--- config.mk ---
export PLATFORM = sky130hd
export DESIGN_NAME = bist_signature_analyzer
export DESIGN_NICKNAME = d
export VERILOG_FILES = /design/src/rtl/bist_pkg.sv /design/src/rtl/misr.sv /design/src/rtl/bist_signature_analyzer.sv
export SDC_FILE = /design/constraint.sdc
export NUM_CORES = 1
export LEC_CHECK = 0
export CAP_MARGIN = 5
export CORE_AREA = 2 2 52 44
export DETAILED_ROUTE_END_ITERATION = 16
export DIE_AREA = 0 0 54 46
export PLACE_DENSITY = 0.79
export SLEW_MARGIN = 30
export SYNTH_ARGS = -nofsm -noshare
export SYNTH_HDL_FRONTEND = slang
export SYNTH_HIERARCHICAL = 1
export SYNTH_SLANG_ARGS = --single-unit
--- constraint.sdc ---
create_clock -name clk -period 3.1 [get_ports clk]
set_input_delay 0.62 -clock clk [delete_from_list [all_inputs] [get_ports clk]]
set_output_delay 0.62 -clock clk [all_outputs]
set_load 0.1 [all_outputs]
--- src/rtl/bist_pkg.sv ---
// rtl/bist_pkg.sv - shared defaults and FSM state type for the BIST signature analyzer
package bist_pkg;

  localparam int SIG_W_DEF  = 8;
  localparam int RESP_W_DEF = 3;
  // x^8 + x^4 + x^3 + x^2 + 1
  localparam logic [7:0] MISR_POLY_DEF = 8'h1D;

  typedef enum logic [1:0] {
    IDLE = 2'd0,
    RUN  = 2'd1,
    CMP  = 2'd2,
    DONE = 2'd3
  } state_t;

endpackage

--- src/rtl/misr.sv ---
// rtl/misr.sv - multiple-input signature register compacting one response word per enable
module misr #(
  parameter int               SIG_W  = 8,
  parameter int               RESP_W = 3,
  parameter logic [SIG_W-1:0] POLY   = 8'h1D
) (
  input  logic              clk,
  input  logic              reset,
  input  logic              clr,
  input  logic              en,
  input  logic [RESP_W-1:0] din,
  output logic [SIG_W-1:0]  sig
);

  logic [SIG_W-1:0] sig_nx;

  always_comb begin
    sig_nx = {sig[SIG_W-2:0], 1'b0} ^ (sig[SIG_W-1] ? POLY : '0) ^ SIG_W'(din);
  end

  always_ff @(posedge clk) begin
    if (reset || clr) begin
      sig <= '0;
    end else if (en) begin
      sig <= sig_nx;
    end
  end

endmodule

--- src/rtl/bist_signature_analyzer.sv ---
// rtl/bist_signature_analyzer.sv - session FSM, accept counter and golden compare around the MISR
module bist_signature_analyzer
  import bist_pkg::*;
#(
  parameter int               SIG_W     = SIG_W_DEF,
  parameter int               RESP_W    = RESP_W_DEF,
  parameter logic [SIG_W-1:0] MISR_POLY = SIG_W'(MISR_POLY_DEF),
  parameter int               PAT_CNT   = 63
) (
  input  logic              clk,
  input  logic              reset,
  input  logic              start,
  input  logic [RESP_W-1:0] resp,
  input  logic              resp_valid,
  input  logic [SIG_W-1:0]  golden,
  output logic              busy,
  output logic              done,
  output logic              pass,
  output logic [SIG_W-1:0]  signature
);

  localparam int CNT_W = $clog2(PAT_CNT + 1);

  state_t           state, state_nx;
  logic [CNT_W-1:0] cnt;
  logic             clr;
  logic             accept;
  logic             last;

  assign last = (cnt == CNT_W'(PAT_CNT - 1));

  always_ff @(posedge clk) begin
    if (reset) begin
      state <= IDLE;
    end else begin
      state <= state_nx;
    end
  end

  always_comb begin
    state_nx = state;
    clr      = 1'b0;
    accept   = 1'b0;
    case (state)
      IDLE, DONE: begin
        if (start) begin
          clr      = 1'b1;
          state_nx = RUN;
        end
      end
      RUN: begin
        if (resp_valid) begin
          accept = 1'b1;
          if (last) begin
            state_nx = CMP;
          end
        end
      end
      CMP: begin
        state_nx = DONE;
      end
      default: begin
        state_nx = IDLE;
      end
    endcase
  end

  // counter stops at PAT_CNT because RUN is left on the final accept
  always_ff @(posedge clk) begin
    if (reset || clr) begin
      cnt <= '0;
    end else if (accept) begin
      cnt <= cnt + 1'b1;
    end
  end

  always_ff @(posedge clk) begin
    if (reset || clr) begin
      pass <= 1'b0;
    end else if (state == CMP) begin
      pass <= (signature == golden);
    end
  end

  assign busy = (state == RUN) || (state == CMP);
  assign done = (state == DONE);

  misr #(
    .SIG_W  (SIG_W),
    .RESP_W (RESP_W),
    .POLY   (MISR_POLY)
  ) u_misr (
    .clk   (clk),
    .reset (reset),
    .clr   (clr),
    .en    (accept),
    .din   (resp),
    .sig   (signature)
  );

endmodule

==> results.sh <==
export IMPL_finalHoldViolCount=0
export IMPL_place_hpwl_um=1280
export IMPL_drive_gt1_share_pct=14.2
export IMPL_syn2layout_area_growth_pct=23.6
export IMPL_whs_ps=485
export IMPL_syn_avg_cell_area_um2=9.35
export IMPL_syn_area_um2=926
export IMPL_die_width_um=54
export IMPL_rr_startpoint="state[1]"
export IMPL_viasPerCell=4.90
export IMPL_crit_slowest_cell="dfxtp_1"
export IMPL_postCtsSetupBuffers=0
export IMPL_grt_pass1_wl_um=2500
export IMPL_endpoint="busy"
export IMPL_r2r_slack_ps=1290
export IMPL_wl_met1_um=772
export IMPL_vias=711
export IMPL_num_io_pins=26
export IMPL_slew_viol_final=0
export IMPL_worstSetupStartpointType="register"
export IMPL_cap_violations=0
export IMPL_min_period_over_period_pct=66.5
export IMPL_wl_met3_um=100
export IMPL_row_count=15
export IMPL_min_path_type="register to register"
export IMPL_status="completed"
export IMPL_n_antenna_cell=0
export IMPL_end_kind="primary output"
export IMPL_path_common_cell="inv_1"
export IMPL_die_y_um=46
export IMPL_grt_overflow=0
export IMPL_cts_sinks=17
export IMPL_crit_start="state[0]"
export IMPL_cts_hold_buf=0
export IMPL_synth_seq_cells=17
export IMPL_antenna_found_initial=0
export IMPL_wl_per_cell_um=11.4
export IMPL_fin_tns_setup_ps=0
export IMPL_ys_warn_count=6
export IMPL_gp_congestion=0.718
export IMPL_htreeDepth=1
export IMPL_ys_types=31
export IMPL_port_buffers=25
export IMPL_final_common_cell="dfxtp_1"
export IMPL_fin_skew_ps=4.43
export IMPL_root_buffer="clkbuf_4"
export IMPL_insertion_delay_ps=290
export IMPL_ant_nets=0
export IMPL_top_layer="met4"
export IMPL_yosysSeqAreaShare_pct=36.8
export IMPL_synth_cells=99
export IMPL_fin_cells=145
export IMPL_drt_wl_total_um=1650
export IMPL_wl_met2_um=764
export IMPL_clkTransAtPathRegs_ps=100
export IMPL_slowest_delay_ps=400
export IMPL_initial_utilization_pct=45.7
export IMPL_cp_required_ps=2480
export IMPL_final_nets=141
export IMPL_grt_max_degree=20
export IMPL_period_needed_ps=2060
export IMPL_drc=0
export IMPL_r2r_worst_path_cells=6
export IMPL_synth_net_count=119
export IMPL_criticalPathCategory="register to primary output"
export IMPL_dp_cells=141
export IMPL_cts_resized=0
export IMPL_slew_headroom_pct=51.9
export IMPL_p_leak_nw=0.465
export IMPL_vdd_drop_max_v=0.000734
export IMPL_die_area_mm2=0.00248
export IMPL_path_max_fanout=4
export IMPL_setup_viol_count_final=0
export IMPL_dr_pass1_iters=4
export IMPL_gr_usage_all_layers_pct=14.4
export IMPL_rsz0062_at_grt="false"
export IMPL_layout_common_cells="dfxtp_1 (17), nor2_1 (16), clkdlybuf4s50_1 (14)"
export IMPL_cp_arrival_ps=1440
export IMPL_cts_buffers=3
export IMPL_max_freq_mhz=485
export IMPL_power_density_mw_per_mm2=684
export IMPL_grt_pass1_vias=603
export IMPL_r2r_end="cnt[4]"
export IMPL_drt_iter0_markers=3
export IMPL_clockBufferDepth=2
export IMPL_cts_tree="built"
export IMPL_core_mm2=0.00203
export IMPL_crit_chain="inv_1, ha_1, inv_1, buf_4"
export IMPL_worst_pin_slew_ps=722
==> critical path, delay by kind of cell, from the launching register on <==
family	cells	cell delay (ps)
buffers and inverters	3	430
flip-flops	1	400
adder cells (fa/ha/maj)	1	320
==> power by group <==
group	internal, mW	switching [mW]	total [mW]
Sequential	0.243	0.0301	0.274
Clock	0.0500	0.0672	0.117
Combinational	0.123	0.269	0.393
Total	0.417	0.367	0.783
==> state kept, by name, indices dropped and copies added (netlist names) <==
register    count
u_misr/sig      8
cnt             6
state           2
pass            1
==> cell usage after synthesis <==
| library cell | count | area, um2 |
|---|---|---|
| a21o_1 | 1 | 7.51 |
| nor3_1 | 1 | 5.00 |
| a211oi_1 | 4 | 30.0 |
| or2_0 | 1 | 6.26 |
| clkbuf_1 | 1 | 3.75 |
| or2_2 | 1 | 6.26 |
| buf_4 | 4 | 30.0 |
| nand3_1 | 1 | 5.00 |
| buf_6 | 2 | 22.5 |
| nand4_1 | 3 | 18.8 |
| and2_1 | 1 | 6.26 |
| buf_2 | 1 | 5.00 |
| ha_1 | 5 | 62.6 |
| xor3_1 | 1 | 23.8 |
| nand2_1 | 2 | 7.51 |
| nand2b_1 | 1 | 6.26 |
| and2_4 | 1 | 8.76 |
| or2_1 | 1 | 6.26 |
| a21oi_1 | 3 | 15.0 |
| and4_1 | 1 | 8.76 |
| and3_1 | 1 | 6.26 |
| inv_1 | 4 | 15.0 |
| a31oi_1 | 1 | 6.26 |
| o21ai_0 | 1 | 5.00 |
| a211oi_2 | 1 | 12.5 |
| xor2_1 | 11 | 96.3 |
| dfxtp_1 | 17 | 340 |
| nor2_1 | 16 | 60.1 |
| mux2i_1 | 4 | 40.0 |
| nor4_1 | 1 | 6.26 |
| xnor2_1 | 6 | 52.6 |
==> worst min path at each step <==
stage	from	to	slack [ps]	cells past startpoint
after floorplan	u_misr/sig[4]	u_misr/sig[4]	480	2
after global placement	pass	pass	460	2
after detailed placement	pass	pass	470	2
after CTS	pass	pass	490	2
after global routing	pass	pass	520	2
final	pass	pass	480	2
==> layer usage <==
layer  GRT usage (%)  vias up
met4            4.50        0
met5               0        -
met3            7.57        2
met1            17.6      328
met2            22.0       17
li1                -      364
==> cell families after synthesis <==
group	share of synthesized area [%]
flops	36.8
compound gates	8.24
simple gates	17.0
buf+inv	8.24
xor+xnor	18.6
mux	4.32
fa+ha+maj	6.76
==> area by class of cell <==
type,count,area (um2)
inverter,4,15.0
fill,183,882
sequential,17,340
multi-input combinational,70,509
clock buffer,4,26.3
timing repair buffer,25,223
tap,25,31.3
==> through the flow <==
step	setup slack, ps	cell area (um2)	total power [mW]	utilization [%]
floorplan	1170	926	0.603	-
global placement	903	1120	0.664	55.2
detailed placement	852	1120	0.672	55.2
CTS	1020	1140	0.791	56.5
global route	946	1140	0.826	56.5
finish	1040	1140	0.783	56.5
(Power assumes the default switching activity.)
